$ cat config.mk
export PLATFORM = sky130hd
export DESIGN_NAME = fp_compare_pipe
export DESIGN_NICKNAME = d
export VERILOG_FILES = /design/src/rtl/fp_cmp_pkg.sv /design/src/rtl/fp_key_decode.sv /design/src/rtl/fp_compare_pipe.sv
export SDC_FILE = /design/constraint.sdc
export NUM_CORES = 1
export LEC_CHECK = 0
export BUFFER_PORTS_ARGS = -buffer_cell sky130_fd_sc_hd__buf_2
export CORE_ASPECT_RATIO = 1.75
export CORE_MARGIN = 5
export CORE_UTILIZATION = 25
export DETAILED_ROUTE_END_ITERATION = 10
export GPL_TIMING_DRIVEN = 0
export SETUP_SLACK_MARGIN = 0.02
export SYNTH_ARGS = -nofsm -noshare
export SYNTH_HDL_FRONTEND = slang
export SYNTH_SLANG_ARGS = --single-unit
export TNS_END_PERCENT = 20
$ cat constraint.sdc
create_clock -name clk -period 3.27 [get_ports clk]
set_clock_uncertainty 0.05 [all_clocks]
set_input_delay 0.327 -clock clk [delete_from_list [all_inputs] [get_ports clk]]
set_output_delay 0.327 -clock clk [all_outputs]
set_load 0.01 [all_outputs]
$ cat src/rtl/fp_cmp_pkg.sv
// Shared encodings for the FloPoCo comparator: compare modes, exception codes
// and the canonical NaN pattern.
package fp_cmp_pkg;

    typedef enum logic [2:0] {
        CMP_LT  = 3'd0,
        CMP_LE  = 3'd1,
        CMP_EQ  = 3'd2,
        CMP_NE  = 3'd3,
        CMP_GT  = 3'd4,
        CMP_GE  = 3'd5,
        CMP_MIN = 3'd6,
        CMP_MAX = 3'd7
    } cmp_mode_e;

    localparam logic [1:0] EXC_ZERO = 2'b00;
    localparam logic [1:0] EXC_NORM = 2'b01;
    localparam logic [1:0] EXC_INF  = 2'b10;
    localparam logic [1:0] EXC_NAN  = 2'b11;

    localparam int unsigned MaxW = 64;

    // Callers truncate to their operand width W = we+wf+3.
    function automatic logic [MaxW-1:0] canon_nan(input int unsigned we, input int unsigned wf);
        return {{(MaxW-2){1'b0}}, EXC_NAN} << (we + wf + 1);
    endfunction

endpackage

$ cat src/rtl/fp_key_decode.sv
// Splits a FloPoCo operand into an unsigned magnitude key plus sign/zero/NaN flags.
// Zeros get key 0 so that +0 and -0 compare equal.
module fp_key_decode
    import fp_cmp_pkg::*;
#(
    parameter int unsigned WE = 3,
    parameter int unsigned WF = 11
) (
    input  logic [WE+WF+2:0] x,
    output logic [WE+WF+1:0] key,
    output logic             sign,
    output logic             is_zero,
    output logic             is_nan
);

    logic [1:0] exc;

    always_comb begin
        exc     = x[WE+WF+2:WE+WF+1];
        sign    = x[WE+WF];
        is_zero = (exc == EXC_ZERO);
        is_nan  = (exc == EXC_NAN);
        key     = is_zero ? '0 : {exc, x[WE+WF-1:0]};
    end

endmodule

$ cat src/rtl/fp_compare_pipe.sv
// Two-stage valid/ready FloPoCo comparator with eight modes, NaN handling,
// tag pass-through and a saturating unordered-event counter.
module fp_compare_pipe
    import fp_cmp_pkg::*;
#(
    parameter int unsigned WE    = 3,
    parameter int unsigned WF    = 11,
    parameter int unsigned TAG_W = 4,
    parameter int unsigned CNT_W = 16
) (
    input  logic             clk,
    input  logic             rst,
    input  logic             in_valid,
    output logic             in_ready,
    input  logic [WE+WF+2:0] in_a,
    input  logic [WE+WF+2:0] in_b,
    input  logic [2:0]       in_mode,
    input  logic [TAG_W-1:0] in_tag,
    output logic             out_valid,
    input  logic             out_ready,
    output logic             out_flag,
    output logic [WE+WF+2:0] out_value,
    output logic             out_unordered,
    output logic [TAG_W-1:0] out_tag,
    output logic [CNT_W-1:0] unord_cnt
);

    localparam int unsigned W  = WE + WF + 3;
    localparam int unsigned KW = WE + WF + 2;
    localparam logic [W-1:0] CanonNan = W'(canon_nan(WE, WF));

    logic [KW-1:0] a_key, b_key;
    logic          a_sign, b_sign, a_zero, b_zero, a_nan, b_nan;

    fp_key_decode #(.WE(WE), .WF(WF)) u_dec_a (
        .x(in_a), .key(a_key), .sign(a_sign), .is_zero(a_zero), .is_nan(a_nan)
    );
    fp_key_decode #(.WE(WE), .WF(WF)) u_dec_b (
        .x(in_b), .key(b_key), .sign(b_sign), .is_zero(b_zero), .is_nan(b_nan)
    );

    logic s1_en, s2_en;
    logic s1_valid_q;
    logic [KW-1:0] a_key_q, b_key_q;
    logic a_sign_q, b_sign_q, a_zero_q, b_zero_q, a_nan_q, b_nan_q;
    logic [W-1:0] a_q, b_q;
    cmp_mode_e mode_q;
    logic [TAG_W-1:0] tag_q;

    assign s2_en    = !out_valid || out_ready;
    assign s1_en    = !s1_valid_q || s2_en;
    assign in_ready = s1_en;

    always_ff @(posedge clk or posedge rst) begin
        if (rst) begin
            s1_valid_q <= 1'b0;
            a_key_q    <= '0;
            b_key_q    <= '0;
            a_sign_q   <= 1'b0;
            b_sign_q   <= 1'b0;
            a_zero_q   <= 1'b0;
            b_zero_q   <= 1'b0;
            a_nan_q    <= 1'b0;
            b_nan_q    <= 1'b0;
            a_q        <= '0;
            b_q        <= '0;
            mode_q     <= CMP_LT;
            tag_q      <= '0;
        end else if (s1_en) begin
            s1_valid_q <= in_valid;
            if (in_valid) begin
                a_key_q  <= a_key;
                b_key_q  <= b_key;
                a_sign_q <= a_sign;
                b_sign_q <= b_sign;
                a_zero_q <= a_zero;
                b_zero_q <= b_zero;
                a_nan_q  <= a_nan;
                b_nan_q  <= b_nan;
                a_q      <= in_a;
                b_q      <= in_b;
                mode_q   <= cmp_mode_e'(in_mode);
                tag_q    <= in_tag;
            end
        end
    end

    logic unord, both_zero, sign_diff, lt, eq, gt, sel_a, flag_d;
    logic [W-1:0] value_d;

    always_comb begin
        unord     = a_nan_q || b_nan_q;
        both_zero = a_zero_q && b_zero_q;
        sign_diff = (a_sign_q ^ b_sign_q) && !both_zero;
        eq        = !sign_diff && (a_key_q == b_key_q);
        // Negative magnitudes order in reverse of their keys.
        if (sign_diff)     lt = a_sign_q;
        else if (a_sign_q) lt = a_key_q > b_key_q;
        else               lt = a_key_q < b_key_q;
        gt      = !lt && !eq;
        sel_a   = (mode_q == CMP_MIN) ? (lt || eq) : (gt || eq);
        flag_d  = 1'b0;
        value_d = a_q;
        case (mode_q)
            CMP_LT: flag_d = lt && !unord;
            CMP_LE: flag_d = (lt || eq) && !unord;
            CMP_EQ: flag_d = eq && !unord;
            CMP_NE: flag_d = !eq || unord;
            CMP_GT: flag_d = gt && !unord;
            CMP_GE: flag_d = (gt || eq) && !unord;
            default: begin
                if (a_nan_q && b_nan_q) begin
                    flag_d  = 1'b0;
                    value_d = CanonNan;
                end else if (a_nan_q) begin
                    flag_d  = 1'b0;
                    value_d = b_q;
                end else if (b_nan_q) begin
                    flag_d  = 1'b1;
                    value_d = a_q;
                end else begin
                    flag_d  = sel_a;
                    value_d = sel_a ? a_q : b_q;
                end
            end
        endcase
    end

    always_ff @(posedge clk or posedge rst) begin
        if (rst) begin
            out_valid     <= 1'b0;
            out_flag      <= 1'b0;
            out_value     <= '0;
            out_unordered <= 1'b0;
            out_tag       <= '0;
        end else if (s2_en) begin
            out_valid <= s1_valid_q;
            if (s1_valid_q) begin
                out_flag      <= flag_d;
                out_value     <= value_d;
                out_unordered <= unord;
                out_tag       <= tag_q;
            end
        end
    end

    always_ff @(posedge clk or posedge rst) begin
        if (rst) begin
            unord_cnt <= '0;
        end else if (in_valid && in_ready && (a_nan || b_nan) && !(&unord_cnt)) begin
            unord_cnt <= unord_cnt + CNT_W'(1);
        end
    end

endmodule

==> results.sh <==
export IMPL_cts_root_buf="clkbuf_16"
export IMPL_ys_types=48
export IMPL_clock_path_buffers=2
export IMPL_die_x_um=122
export IMPL_required_ns=3.51
export IMPL_postRouteAntennaNets=0
export IMPL_die_y_um=205
export IMPL_synthesis_area_um2=5440
export IMPL_async_flop_share_pct=100
export IMPL_synth_fp_nets=647
export IMPL_path_clk_slew_ns=0.06
export IMPL_finalHoldViolCount=0
export IMPL_vdd_drop_max_v=0.000368
export IMPL_avgViaCountPerCell=4.44
export IMPL_maxSlewViolCount=0
export IMPL_clock_fmax_ghz=0.331
export IMPL_ys_warn_count=0
export IMPL_synth_edf_count=0
export IMPL_coreArea_um2=21500
export IMPL_area_growth_pct=29.1
export IMPL_ys_dominant_reg_cell="dfrtp_1"
export IMPL_grt_usage_pct=13.1
export IMPL_place_congestion=0.808
export IMPL_power_leakage_nw=3.40
export IMPL_drc=0
export IMPL_io_buffer_count=85
export IMPL_start_util_pct=25.3
export IMPL_cts_sinks=118
export IMPL_cap_violations=0
export IMPL_hpwl_um=12100
export IMPL_fin_crit_ns=3.02
export IMPL_rsz0062_at_grt="no"
export IMPL_ys_seq_area_share_pct=54.3
export IMPL_cts_htree_levels=4
export IMPL_tightest_slew_ns=0.697
export IMPL_drtPass1Iterations=4
export IMPL_grt_pass1_wl_um=24900
export IMPL_grt_max_degree=40
export IMPL_arrival_ns=3.26
export IMPL_die_area_um2=24900
export IMPL_setup_tns_ns=0
export IMPL_worstSkewPairLatency_ns=0.42
export IMPL_critPathKind="reg -> reg"
export IMPL_fillers=2290
export IMPL_synthCells=585
export IMPL_finalPower_w=0.00510
export IMPL_io_pins=86
export IMPL_slew_headroom_pct=53.5
export IMPL_period_share_pct=92.5
export IMPL_vias=4427
export IMPL_end_kind="flop"
export IMPL_cts_tree="yes"
export IMPL_layout_drive_gt1_share_pct=18.8
export IMPL_drt_iter0_drc=225
export IMPL_fin_nets=755
export IMPL_row_count=71
export IMPL_cts_hold_buffers=1
export IMPL_synth_ff_latch_count=118
export IMPL_n_antenna_cell=0
export IMPL_start_kind="flop"
export IMPL_status="finished clean"
export IMPL_cp_max_fo=10
export IMPL_syn_area_per_cell_um2=9.30
export IMPL_gr_total_overflow=0
export IMPL_grt_pass1_vias=4632
export IMPL_cts_buffers=17
export IMPL_postCtsSetupBuffers=0
export IMPL_cts_resized=0
export IMPL_wl_um=15600
export IMPL_cellPowerDensity_nw_per_um2=726
export IMPL_setup_viol=0
export IMPL_wl_per_cell_um=15.7
export IMPL_antenna_found_initial=1
export IMPL_hp_class="in -> reg"
worst max-delay path: stages, from the launching register on:
cell and delay (ns):
dfrtp_1 0.38, ha_1 0.32, a21o_1 0.17, a21o_1 0.20, a2111oi_2 0.54, o211ai_2 0.27
xor2_1 0.24, o21ai_2 0.41, buf_6 0.21, o211ai_1 0.09
through the flow:
stage          instances  util (%)  hold WS [ns]  instance area [um^2]  worst slack (ns)
6_report             998      32.7        0.0458                  7020             0.246
5_1_grt              998      32.7        0.0492                  7020             0.163
4_1_cts              998      32.7        0.0350                  7020             0.256
3_5_place_dp         965      29.3         0.203                  6290             0.273
3_3_place_gp         962      29.0         0.397                  6230             0.267
2_1_floorplan        585         -         0.382                  5440             0.812
layout by cell type (no fill, tap or decap), types with 8 or more instances in the layout:
cell | netlist | routed
nand3_1 | 33 | 33
buf_2 | 1 | 86
clkbuf_1 | 27 | 28
nand4_1 | 10 | 10
a21oi_1 | 8 | 8
ha_1 | 17 | 17
inv_1 | 38 | 37
bufinv_16 | 0 | 8
o211ai_1 | 17 | 17
a22oi_1 | 15 | 15
dfrtp_1 | 118 | 118
o21ai_0 | 56 | 56
nand2_1 | 159 | 159
clkbuf_16 | 0 | 17
nor2_1 | 15 | 15
xnor2_1 | 12 | 12
metal layers:
layer | vias up | global-route usage, % | wire length, um
li1 | 2189 | - | -
met1 | 2106 | 12.7 | 5650
met2 | 92 | 24.8 | 8630
met3 | 38 | 3.29 | 654
met4 | 2 | 7.41 | 695
met5 | - | 0 | 7
flip-flops by register name, indices dropped and copies added, names as in the netlist, 3 cells and up:
name       cells
a_key_q       16
a_q           17
b_key_q       16
b_q           17
mode_q         3
out_tag        4
out_value     17
tag_q          4
unord_cnt     16
final timing paths:
kind,end,depth (start not counted),from,slack (ns)
worst max-delay path,out_value[2],9,a_key_q[5],0.25
worst min-delay path,mode_q[1],3,in_mode[1],0.05
worst max register to register,out_value[2],9,a_key_q[5],0.25
worst min register to register,out_unordered,2,out_unordered,0.41
max in group asynchronous,out_flag,6,rst,1.86
min in group asynchronous,out_value[7],3,rst,0.32
layout make-up:
class,count,area (um^2),area share (%)
plain buffers,31,133,1.89
clock buffers,19,443,6.31
clock inverters,13,274,3.90
inverters,38,146,2.08
multi-input cells,398,2210,31.5
flip-flops and latches,118,2950,42.1
well taps,292,365,5.20
repair buffers,89,495,7.06
power by group:
group | switching [W] | internal [W]
Clock | 0.000687 | 0.00160
Sequential | 0.000171 | 0.00171
Combinational | 0.000555 | 0.000374
Total | 0.00141 | 0.00369
cells in the mapped netlist, types with 2 or more instances:
master	number	area (um^2)
or2_2	3	18.8
nor3_1	3	15.0
nand2_1	159	597
inv_1	38	143
o21bai_1	2	15.0
o211ai_1	17	128
buf_6	2	22.5
o21ai_0	56	280
nor4_1	2	12.5
ha_1	17	213
xnor2_1	12	105
xor2_1	5	43.8
nor2_1	15	56.3
clkbuf_1	27	101
a22oi_1	15	113
nor2b_1	2	12.5
a21oi_1	8	40.0
nand4_1	10	62.6
a21o_1	5	37.5
nand2b_1	4	25.0
nand3_1	33	165
and2_1	4	25.0
o211a_1	2	20.0
a211oi_1	2	15.0
dfrtp_1	118	2950
o31a_1	2	17.5
cells by family after synthesis:
logic type / count (synthesis) / synth area share (%)
and+or+nand+nor: 243 / 19.7
AOI/OAI and AO/OA: 119 / 13.9
DFF: 118 / 54.3
buffers and inverters: 69 / 5.06
xor gates and xnor gates: 17 / 2.74
adders and majority gates: 17 / 3.91
muxes: 2 / 0.437
Note: power is estimated with default switching activity, not from simulation.
